### src/rtl/mat_stream_reader.sv
// Matrix RAM read sequencer: walks an n_rows x n_cols block in row- or column-major
// order, hides the RAM's 1-cycle read latency and re-emits elements on a valid/ready stream.
module mat_stream_reader #(
  parameter int ADDR_LEN = 6,
  parameter int DATA_LEN = 8
) (
  input  logic                CLK,
  input  logic                RST_N,
  input  logic                start,
  input  logic [ADDR_LEN:0]   base_addr,
  input  logic [ADDR_LEN:0]   n_rows,
  input  logic [ADDR_LEN:0]   n_cols,
  input  logic                col_major,
  output logic [ADDR_LEN:0]   rd_addr,
  input  logic [DATA_LEN-1:0] rd_data,
  output logic [DATA_LEN-1:0] out_data,
  output logic                out_valid,
  input  logic                out_ready,
  output logic                out_last_line,
  output logic                out_last,
  output logic                busy,
  output logic                done
);
  localparam int AW = ADDR_LEN + 1;
  localparam logic [AW-1:0] ONE = AW'(1);

  typedef enum logic [1:0] {IDLE, RUN, DRAIN, FIN} state_t;

  state_t              state_q, state_d;
  logic [AW-1:0]       addr_q, addr_d, row_q, row_d, col_q, col_d;
  logic [AW-1:0]       base_q, base_d, nrows_q, nrows_d, ncols_q, ncols_d;
  logic                colmaj_q, colmaj_d;
  logic                tag_q, tag_d, tag_ll_q, tag_ll_d, tag_last_q, tag_last_d;
  logic [DATA_LEN-1:0] fdata_q [4];
  logic [DATA_LEN-1:0] fdata_d [4];
  logic [3:0]          fll_q, fll_d, flast_q, flast_d;
  logic [1:0]          wptr_q, wptr_d, rptr_q, rptr_d;
  logic [2:0]          cnt_q, cnt_d;

  logic row_end, col_end, line_end, mat_end, issue, push, pop;

  assign rd_addr       = addr_q;
  assign out_valid     = (cnt_q != 3'd0);
  assign out_data      = fdata_q[rptr_q];
  assign out_last_line = fll_q[rptr_q];
  assign out_last      = flast_q[rptr_q];
  assign busy          = (state_q == RUN) || (state_q == DRAIN);
  assign done          = (state_q == FIN);

  always_comb begin
    row_end  = (row_q == nrows_q - ONE);
    col_end  = (col_q == ncols_q - ONE);
    line_end = colmaj_q ? row_end : col_end;
    mat_end  = row_end & col_end;
    // Reads already in flight must still fit in the FIFO when their data lands.
    issue    = (state_q == RUN) && ((cnt_q + {2'b00, tag_q}) < 3'd4);
    push     = tag_q;
    pop      = out_valid & out_ready;
  end

  always_comb begin
    state_d    = state_q;
    addr_d     = addr_q;
    row_d      = row_q;
    col_d      = col_q;
    base_d     = base_q;
    nrows_d    = nrows_q;
    ncols_d    = ncols_q;
    colmaj_d   = colmaj_q;
    tag_d      = issue;
    tag_ll_d   = line_end;
    tag_last_d = mat_end;
    fdata_d    = fdata_q;
    fll_d      = fll_q;
    flast_d    = flast_q;
    wptr_d     = wptr_q;
    rptr_d     = rptr_q;
    cnt_d      = cnt_q + {2'b00, push} - {2'b00, pop};

    case (state_q)
      IDLE: begin
        if (start) begin
          base_d   = base_addr;
          nrows_d  = n_rows;
          ncols_d  = n_cols;
          colmaj_d = col_major;
          addr_d   = base_addr;
          row_d    = '0;
          col_d    = '0;
          state_d  = ((n_rows == '0) || (n_cols == '0)) ? FIN : RUN;
        end
      end
      RUN: begin
        if (issue) begin
          if (mat_end) begin
            state_d = DRAIN;
          end else if (colmaj_q) begin
            if (row_end) begin
              row_d  = '0;
              col_d  = col_q + ONE;
              addr_d = base_q + col_q + ONE;
            end else begin
              row_d  = row_q + ONE;
              addr_d = addr_q + ncols_q;
            end
          end else begin
            addr_d = addr_q + ONE;
            if (col_end) begin
              col_d = '0;
              row_d = row_q + ONE;
            end else begin
              col_d = col_q + ONE;
            end
          end
        end
      end
      DRAIN: begin
        if (pop && flast_q[rptr_q]) state_d = FIN;
      end
      FIN:     state_d = IDLE;
      default: state_d = IDLE;
    endcase

    // RAM Q stage -> skid FIFO
    if (push) begin
      fdata_d[wptr_q] = rd_data;
      fll_d[wptr_q]   = tag_ll_q;
      flast_d[wptr_q] = tag_last_q;
      wptr_d          = wptr_q + 2'd1;
    end
    if (pop) rptr_d = rptr_q + 2'd1;
  end

  always_ff @(posedge CLK or negedge RST_N) begin
    if (!RST_N) begin
      state_q    <= IDLE;
      addr_q     <= '0;
      row_q      <= '0;
      col_q      <= '0;
      base_q     <= '0;
      nrows_q    <= '0;
      ncols_q    <= '0;
      colmaj_q   <= 1'b0;
      tag_q      <= 1'b0;
      tag_ll_q   <= 1'b0;
      tag_last_q <= 1'b0;
      fdata_q    <= '{default: '0};
      fll_q      <= '0;
      flast_q    <= '0;
      wptr_q     <= '0;
      rptr_q     <= '0;
      cnt_q      <= '0;
    end else begin
      state_q    <= state_d;
      addr_q     <= addr_d;
      row_q      <= row_d;
      col_q      <= col_d;
      base_q     <= base_d;
      nrows_q    <= nrows_d;
      ncols_q    <= ncols_d;
      colmaj_q   <= colmaj_d;
      tag_q      <= tag_d;
      tag_ll_q   <= tag_ll_d;
      tag_last_q <= tag_last_d;
      fdata_q    <= fdata_d;
      fll_q      <= fll_d;
      flast_q    <= flast_d;
      wptr_q     <= wptr_d;
      rptr_q     <= rptr_d;
      cnt_q      <= cnt_d;
    end
  end
endmodule

### config.mk
export PLATFORM = sky130hd
export DESIGN_NAME = mat_stream_reader
export DESIGN_NICKNAME = d
export VERILOG_FILES = /design/src/rtl/mat_stream_reader.sv
export SDC_FILE = /design/constraint.sdc
export NUM_CORES = 1
export LEC_CHECK = 0
export CAP_MARGIN = 20
export CORE_MARGIN = 3
export CORE_UTILIZATION = 30
export CTS_BUF_LIST = sky130_fd_sc_hd__clkbuf_4 sky130_fd_sc_hd__clkbuf_8
export DETAILED_ROUTE_END_ITERATION = 12
export HOLD_SLACK_MARGIN = 0.12
export SLEW_MARGIN = 20
export SYNTH_ARGS = -nofsm -noshare
export SYNTH_HDL_FRONTEND = slang
export SYNTH_SLANG_ARGS = --single-unit
### constraint.sdc
create_clock -name CLK -period 4.3 [get_ports CLK]
set_clock_uncertainty 0.1 [all_clocks]
set_input_delay 1.075 -clock CLK [delete_from_list [all_inputs] [get_ports CLK]]
set_output_delay 1.075 -clock CLK [all_outputs]
set_load 0.01 [all_outputs]
=== Yosys cells after proc, flatten, opt, wreduce, memory -nomap -nowiden ===
Cells that the tools add are included.

* Eq/ne operators: 12
* Multiplexer cells: 40
* Bitwise logic cells: 4
* Magnitude comparators: 7
* Add/sub/neg operators: 12
* Reduce and logical (&&, ||, !) cells: 16

{| class="wikitable"
|+ Operators with widths
! cell !! number
|-
| $mux W7 || 16
|-
| $pmux W7 S2 || 3
|-
| $bwmux W32 || 1
|-
| $add A7 B1 Y7 const B || 4
|-
| $mux W8 || 3
|-
| $bmux W8 S2 || 1
|-
| $demux W8 S2 || 1
|-
| $add A7 B7 Y7 || 2
|-
| $eq A7 B7 Y1 || 2
|-
| $logic_not A7 Y1 || 2
|-
| $sub A7 B1 Y7 const B || 2
|-
| $mux W2 || 5
|-
| $reduce_and A5 Y1 || 2
|-
| $bwmux W4 || 2
|-
| $ne A2 B2 Y1 const B || 4
|-
| $pmux W2 S4 || 1
|-
| $reduce_and A4 Y1 || 2
|-
| $ge A3 B3 Y1 const B || 2
|-
| $lt A2 B3 Y1 const B || 2
|-
| $ne A3 B3 Y1 const B || 2
|-
| $not A2 Y3 || 2
|-
| $add A2 B1 Y2 const B || 2
|-
| $bmux W1 S2 || 2
|-
| $eq A2 B2 Y1 const B || 2
|-
| 16 further kinds || 24
|}

* Bits in registers: 95
* Word-level logic and storage cells: 111

=== Depth between registers and ports, before layout ===
Gate-level depths: netlist of the first run.

* Word-level depth: 7
* Depth in mapped cells: 11
* Gate-level depth less buffers: 11

=== Worst setup path after synthesis of the first run ===
No wires, ideal clock.

* Path kind: register to register
* Start point: register nrows_q[0]
* End point: register addr_q[4] (netlist: rd_addr[4])
* Path slack: 1415 ps
* Required time: 4074 ps
* Buffers on the path: 1
* Stages on the path, launching flop included: 11
* Setup time: 126 ps
* Arrival: 2658 ps
* Cells stage by stage: dfrtp_1 > inv_1 > ha_1 > nor3b_2 > mux2_1 > a22o_1 > o2111a_1 > clkbuf_1 > and3_1 > or4_1 > a221o_1

* Longest elaborated chain between the ends: 7

{| class="wikitable"
|+ RTL lines
! what !! RTL line !! source
|-
| start: declaration || 31 || <nowiki>logic [AW-1:0] base_q, base_d, nrows_q, nrows_d, ncols_q, ncols_d;</nowiki>
|-
| start signal: assignment || 159 || <nowiki>nrows_q <= nrows_d;</nowiki>
|-
| $sub A7 B1 Y7 (*) || 51 || <nowiki>row_end = (row_q == nrows_q - ONE);</nowiki>
|-
| $eq A7 B7 Y1 (*) || 51 ||
|-
| $mux W7 || 98 || <nowiki>if (row_end) begin</nowiki>
|-
| $mux W7 || 97 || <nowiki>end else if (colmaj_q) begin</nowiki>
|-
| $mux W7 || 95 || <nowiki>if (mat_end) begin</nowiki>
|-
| $mux W7 || 94 || <nowiki>if (issue) begin</nowiki>
|-
| $pmux W7 S2 || 80 || <nowiki>case (state_q)</nowiki>
|-
| end signal: assignment || 155 || <nowiki>addr_q <= addr_d;</nowiki>
|-
| end: declaration || 30 || <nowiki>logic [AW-1:0] addr_q, addr_d, row_q, row_d, col_q, col_d;</nowiki>
|}

Mark *: on every way between the ends. The rest lies on a longest branch, timed or not. The select of a mux whose other input is x is not followed.
A chain may end at the register's enable or synchronous reset.

=== Final worst setup path of the first run ===
* Start point: register rptr_q[0]
* End point: output out_last

* Longest elaborated chain between the ends: 2

{| class="wikitable"
|+ RTL lines
! what !! RTL line !! source
|-
| start: declaration || 37 || <nowiki>logic [1:0] wptr_q, wptr_d, rptr_q, rptr_d;</nowiki>
|-
| start signal: assignment || 169 || <nowiki>rptr_q <= rptr_d;</nowiki>
|-
| $bmux W1 S2 || 46 || <nowiki>assign out_last = flast_q[rptr_q];</nowiki>
|-
| $mux W1 (not written as such) || 46 ||
|-
| end: declaration || 20 || <nowiki>output logic out_last,</nowiki>
|}

No other way between the ends. The select of a mux whose other input is x is not followed.

==> results of run 1 <==
==> worst register-to-register path, stage by stage (launching register included) <==
cell       delay [ns]
dfrtp_1          0.42
inv_1            0.09
ha_1             0.19
nor3b_2          0.27
mux2_1           0.36
a22o_1           0.21
o2111ai_1        0.28
buf_4            0.28
nor2_2           0.11
or4_1            0.52
a221o_1          0.30
==> cell usage in the layout (no fill, tap or decap), types with 15 or more instances in the layout <==
cell type        instances
o21ai_0                 22
nor2_1                  20
dfrtp_1                 95
xor2_1                  15
xnor2_1                 18
nand2_1                 80
inv_1                   30
ha_1                    30
clkdlybuf4s50_1         52
mux2_2                  40
nand3_1                 20
nor3_1                  15
==> final timing paths <==
path                                   startpoint                 endpoint
min reg2reg                 base_q[5]$_DFFE_PN0P_    base_q[5]$_DFFE_PN0P_
max in group asynchronous                   RST_N   ncols_q[6]$_DFFE_PN0P_
min                         base_q[5]$_DFFE_PN0P_    base_q[5]$_DFFE_PN0P_
max                         rptr_q[0]$_DFFE_PN0P_                 out_last
min in group asynchronous                   RST_N  fdata_q[23]$_DFFE_PN0P_
max reg2reg                nrows_q[0]$_DFFE_PN0P_   rd_addr[4]$_DFFE_PN0P_
==> metal layers <==
metal / vias up / global-route usage / wire (um)
li1: 2062 / - / -
met2: 95 / 0.239 / 6730
met3: 22 / 0.0322 / 565
met5: - / 0 / 0
met1: 2108 / 0.178 / 6170
met4: 0 / 0.0535 / 341
==> sequential cells by signal (all words and copies together) (netlist names) <==
name        cells
colmaj_q        1
ncols_q         7
rptr_q          2
row_q           7
tag_last_q      1
cnt_q           3
push            1
base_q          7
state_q         2
fll_q           4
wptr_q          2
flast_q         4
rd_addr         7
col_q           7
nrows_q         7
fdata_q        32
tag_ll_q        1
==> through the flow <==
step	hold WS (ns)	worst slack, ns	area, um^2	util
finish	0.396	0.750	6620	0.365
global route	0.419	0.602	6620	0.365
CTS	0.401	0.666	6610	0.364
detailed placement	0.377	0.765	6390	0.352
global placement	0.372	0.881	6390	0.352
floorplan	0.350	1.42	5600	-
==> cell families (layout without fill, tap and decap cells) <==
family	count (synthesis)	count (layout)	synth area share
AO/OA/AOI/OAI	91	91	0.117
XOR/XNOR	34	34	0.0556
adder cells (fa/ha/maj)	32	32	0.0741
buffers and inverters	46	103	0.0310
flip-flops	95	95	0.424
multiplexers	59	59	0.137
AND/OR/NAND/NOR	188	188	0.161
==> power by group through the flow <==
| stage | Combinational [mW] | Clock, mW | Sequential (mW) |
|---|---|---|---|
| 5_1_grt | 2.69 | 0.737 | 1.77 |
| 6_report | 2.40 | 0.674 | 1.70 |
| 2_1_floorplan | 1.79 | 0 | 1.53 |
| 4_1_cts | 2.43 | 0.701 | 1.71 |
| 3_3_place_gp | 2.33 | 0 | 1.70 |
| 3_5_place_dp | 2.42 | 0 | 1.73 |
==> area by class of cell <==
cell class,instances,share of cell area
Multi-Input combinational cell,404,0.461
Sequential cell,95,0.359
Timing Repair Buffer,57,0.0849
Tap cell,229,0.0433
Clock buffer,9,0.0187
Inverter,30,0.0170
Clock inverter,7,0.0153
==> flow_metrics.py, run 1 <==
metrics = {
    "min_path": {
        "min_delay_path_depth": 2,
        "hold_class": "reg2reg",
    },
    "place": {
        "dp_hpwl_mm": 10.2,
        "globalplace.congestion": 0.872,
        "place_inst": 815,
        "io_buffers": 53,
    },
    "floorplanning": {
        "start_util": 0.309,
        "core_area_um2": 18100,
        "die_w_um": 143,
        "die_area_um2": 20400,
        "ioPinCount": 54,
        "num_rows": 49,
        "die_y_um": 143,
    },
    "yosys": {
        "syn-num-nets": 611,
        "syn_inst": 545,
        "yosys.area.top_type_share": 0.424,
        "synth-edff-count": 0,
        "yosysSeqAreaShare": 0.424,
        "netlist_area_um2": 5600,
        "async_flop_share": 1.00,
        "syn_area_per_cell_um2": 10.3,
        "synth_area_leaders": "dfrtp_1 42%, mux2_2 8.0%, ha_1 6.7%",
        "yosysWarningCount": 0,
        "synth_most_common_cell": "dfrtp_1",
        "ys_ff_latch": 95,
        "synth_cell_types": 60,
        "yosysTopAreaCell": "dfrtp_1",
        "synthTopCellsByCount": "95 x dfrtp_1, 80 x nand2_1, 40 x mux2_2",
        "synthFlopType": "dfrtp_1",
    },
    "global_route": {
        "grt_pass1_vias": 4502,
        "grt_max_degree": 84,
        "antenna_found_initial": 0,
        "grt_pass1_wl_mm": 22.8,
        "track_usage": 0.142,
        "grt.overflow.total": 0,
    },
    "finish": {
        "nets": 663,
        "instances_no_fill": 831,
        "syn2layout_area_growth_pct": 18.1,
        "fillers": 1812,
        "seq_area_um2": 2380,
        "diodes": 0,
        "multi_input_area_um2": 3050,
        "drive_gt1_frac": 0.138,
    },
    "pwr": {
        "p_switching_mw": 1.93,
        "powerDensity_nw_per_um2": 722,
        "vdd_drop_max_uv": 308,
        "clockPowerShare": 0.141,
        "internal-power_mw": 2.84,
        "p_comb_frac": 0.503,
        "power_leakage_nw": 2.93,
        "p_sw_frac": 0.405,
        "power_mw": 4.78,
        "p_seq_frac": 0.356,
    },
    "cts": {
        "cts_buffer_depth": 2,
        "clock-sinks": 95,
        "cts-htree-levels": 3,
        "cts_setup_buffers": 0,
        "cts_hold_buf": 0,
        "clkTransAtPathRegs_ns": 0.10,
        "cts.repair.resized": 0,
        "ctsRootBufferMaster": "clkbuf_8",
        "cts_buffers": 9,
        "cts_tree": "done",
        "clk_latency_ns": 0.38,
    },
    "route": {
        "drt_first_pass_iters": 4,
        "drtIter0Drc": 216,
        "num_vias": 4287,
        "vias_per_cell": 5.16,
        "routed_wl_mm": 13.8,
        "avgRoutedWirePerCell_um": 16.6,
        "ant_nets": 0,
        "drc": 0,
    },
    "worst_setup_path": {
        "crit_cells": 2,
        "r2r_slack_ns": 1.08,
        "cp_slowest_cell": "dfrtp_1",
        "crit_type": "reg2out",
        "start_kind": "flop",
        "path_delay_family": "flip-flops",
        "slowest_delay_ns": 0.86,
        "path_buf_inv": 1,
        "worst_ep_required_time_ns": 3.12,
        "reg2reg_depth": 10,
        "critPathCaptureType": "output pin",
        "crit_fanout": 12,
        "crit_chain": "mux4_2 -> clkdlybuf4s50_1",
        "arrival_ns": 2.38,
    },
    "timing": {
        "finalSetupViolations": 0,
        "drv_slew": 0,
        "rsz0062_at_grt": "no",
        "finalSetupTns_ns": 0,
        "finalHoldViolCount": 0,
        "min_period_over_period": 0.826,
        "relSlewSlack": 0.488,
        "tightest_slew_ns": 0.768,
        "finalCriticalPeriod_ns": 3.55,
        "timing.fmax_ghz": 0.282,
    },
    "flow_run": {
        "maxCapViolations": 0,
    },
    "status": {
        "outcome": "complete, no violations",
    },
}
(Power assumes the default switching activity.)
==> run 2, diff against run 1 <==
==> constraint.sdc (replaced) <==
create_clock -name CLK -period 3.6 [get_ports CLK]
set_clock_uncertainty 0.1 [all_clocks]
set_input_delay 0.9 -clock CLK [delete_from_list [all_inputs] [get_ports CLK]]
set_output_delay 0.9 -clock CLK [all_outputs]
set_load 0.01 [all_outputs]
==> run 2 against run 1 <==
Against the previous run:
- combinational power is 23% higher
- highest routed layer unchanged
- cell area is 0.21% higher
- routed wire length is 3.0% higher
- first-iteration DRC count is 23% higher
- clock-buffer cell count is 2 higher
- critical path depth is 1 higher
- largest cell class unchanged
- sequential share of layout area is 0.075 points lower
- global-route usage is 0.25 points higher
- final cell count is 0.24% higher
- non-clock buffer count is 2 higher
- hold slack better by 0.0067 ns
==> flow_metrics.py, run 2 (same netlist as run 1, synthesis figures left out) <==
metrics = {
    "cts": {
        "cts.repair.resized": 0,
        "ctsRootBufferMaster": "clkbuf_8",
        "cts_setup_buffers": 0,
        "clkTransAtPathRegs_ns": 0.10,
        "cts_buffers": 9,
        "cts_hold_buf": 0,
        "cts-htree-levels": 3,
        "cts_buffer_depth": 2,
        "clk_latency_ns": 0.38,
        "clock-sinks": 95,
        "cts_tree": "done",
    },
    "place": {
        "placed_area_um2": 6410,
        "io_buffers": 53,
        "dp_hpwl_mm": 10.5,
        "globalplace.congestion": 0.883,
    },
    "worst_setup_path": {
        "reg2reg_from": "nrows_q[0]$_DFFE_PN0P_",
        "crit_type": "reg2out",
        "start_kind": "flop",
        "reg2reg_depth": 10,
        "r2r-end": "rd_addr[4]$_DFFE_PN0P_",
        "path_buf_inv": 2,
        "critPathCaptureType": "output pin",
        "crit_fanout": 9,
        "r2r_slack_ns": 0.50,
        "crit_chain": "buf_4 -> mux4_2 -> clkdlybuf4s50_1",
        "cp_slowest_cell": "mux4_2",
        "worst_ep_required_time_ns": 2.60,
        "arrival_ns": 2.12,
        "path_delay_family": "buffers and inverters",
        "slowest_delay_ns": 0.54,
        "startpoint": "rptr_q[0]$_DFFE_PN0P_",
    },
    "finish": {
        "fillers": 1819,
        "diodes": 0,
        "largest_reg_flops": 32,
        "layout_commonest_cell": "dfrtp_1",
        "drive_gt1_frac": 0.141,
        "regMostFlops": "fdata_q",
        "nets": 665,
        "syn2layout_area_growth_pct": 18.3,
        "fin_area_um2": 6630,
        "final_cell_mix": "95 x dfrtp_1, 80 x nand2_1, 52 x clkdlybuf4s50_1, 40 x mux2_2",
    },
    "route": {
        "avgRoutedWirePerCell_um": 17.1,
        "vias_per_cell": 5.20,
        "ant_nets": 0,
        "num_vias": 4329,
        "routed_wl_mm": 14.2,
        "drt_first_pass_iters": 4,
        "drtIter0Drc": 266,
        "drc": 0,
    },
    "global_route": {
        "track_usage": 0.144,
        "grt_max_degree": 56,
        "grt_pass1_wl_mm": 23.2,
        "grt.overflow.total": 0,
        "grt_pass1_vias": 4519,
        "antenna_found_initial": 0,
    },
    "floorplanning": {
        "core_area_um2": 18100,
        "die_w_um": 143,
        "die_area_um2": 20400,
        "die_y_um": 143,
        "start_util": 0.309,
        "num_rows": 49,
        "ioPinCount": 54,
    },
    "timing": {
        "drv_slew": 0,
        "rsz0062_at_grt": "no",
        "finalCriticalPeriod_ns": 3.12,
        "finalSetupTns_ns": 0,
        "timing.fmax_ghz": 0.321,
        "finalHoldViolCount": 0,
        "tightest_slew_ns": 0.622,
        "min_period_over_period": 0.865,
        "finalSetupViolations": 0,
        "relSlewSlack": 0.585,
    },
    "pwr": {
        "vdd_drop_max_uv": 366,
        "powerDensity_nw_per_um2": 866,
        "power_leakage_nw": 2.94,
    },
    "status": {
        "outcome": "complete, no violations",
    },
    "min_path": {
        "hold_class": "in2async",
    },
    "flow_run": {
        "maxCapViolations": 0,
    },
}
==> run 2: changes by cell type in the layout (fill, tap and decap cells not counted) <==
cell,delta
buf_6,-1
inv_6,-1
clkbuf_8,+2
buf_12,+1
bufinv_16,-1
clkinv_4,+1
buf_4,+2
clkinvlp_4,-1
==> run 2: layout make-up <==
type | count | area [um^2] | share of cell area
clock buffer | 11 | 151 | 0.0228
clock inverter | 5 | 63.8 | 0.00962
multi-input combinational | 404 | 3050 | 0.460
timing repair buffer | 59 | 586 | 0.0883
inverter | 30 | 113 | 0.0170
sequential | 95 | 2380 | 0.359
tap | 229 | 287 | 0.0432
==> run 2: where the power goes <==
part           internal, mW  switching (mW)
combinational          1.49            1.46
sequential             1.52           0.493
clock                 0.367           0.409
total                  3.38            2.37
==> run 2: routing by layer <==
metal	part of all wire	track usage	vias to the layer above
met5	0	0	-
met4	0.011	0.0340	0
met3	0.044	0.0368	13
met2	0.50	0.249	106
met1	0.45	0.182	2146
li1	-	-	2064
==> run 2: through the flow <==
step / instances / hold slack (ns) / utilization / setup slack (ns) / total power [mW]
2_1_floorplan: 545 / 0.350 / - / 0.715 / 3.97
3_3_place_gp: 817 / 0.381 / 0.353 / 0.536 / 4.87
3_5_place_dp: 817 / 0.388 / 0.353 / 0.525 / 4.99
4_1_cts: 833 / 0.408 / 0.365 / 0.428 / 5.79
5_1_grt: 833 / 0.423 / 0.365 / 0.317 / 6.22
6_report: 833 / 0.403 / 0.365 / 0.484 / 5.74
==> run 2: worst reg2reg max path: stages (launching register included) <==
cell and delay (ns):
dfrtp_1 0.42, inv_1 0.08, ha_1 0.19, nor3b_2 0.29, mux2_1 0.36, a22o_1 0.20
o2111ai_1 0.19, buf_4 0.25, nor2_2 0.10, or4_1 0.52, a221o_1 0.31
==> run 2: worst max-delay path by stage <==
stage	endpoint	slack, ns	depth (start not counted)
final	out_last_line	0.48	3
after global routing	rd_addr[4]$_DFFE_PN0P_	0.32	10
after CTS	out_last_line	0.43	3
after detailed placement	rd_addr[4]$_DFFE_PN0P_	0.52	9
after global placement	rd_addr[4]$_DFFE_PN0P_	0.54	7
after floorplan	rd_addr[4]$_DFFE_PN0P_	0.72	10
==> run 3, diff against run 2 <==
--- a/config.mk
+++ b/config.mk
@@ -10,6 +10,7 @@
 export CORE_UTILIZATION = 30
 export CTS_BUF_LIST = sky130_fd_sc_hd__clkbuf_4 sky130_fd_sc_hd__clkbuf_8
 export DETAILED_ROUTE_END_ITERATION = 12
+export GPL_TIMING_DRIVEN = 1
 export HOLD_SLACK_MARGIN = 0.12
 export SLEW_MARGIN = 20
 export SYNTH_ARGS = -nofsm -noshare
==> results of run 3 <==
Final layout, timing and power as in run 2 (identical DEF).
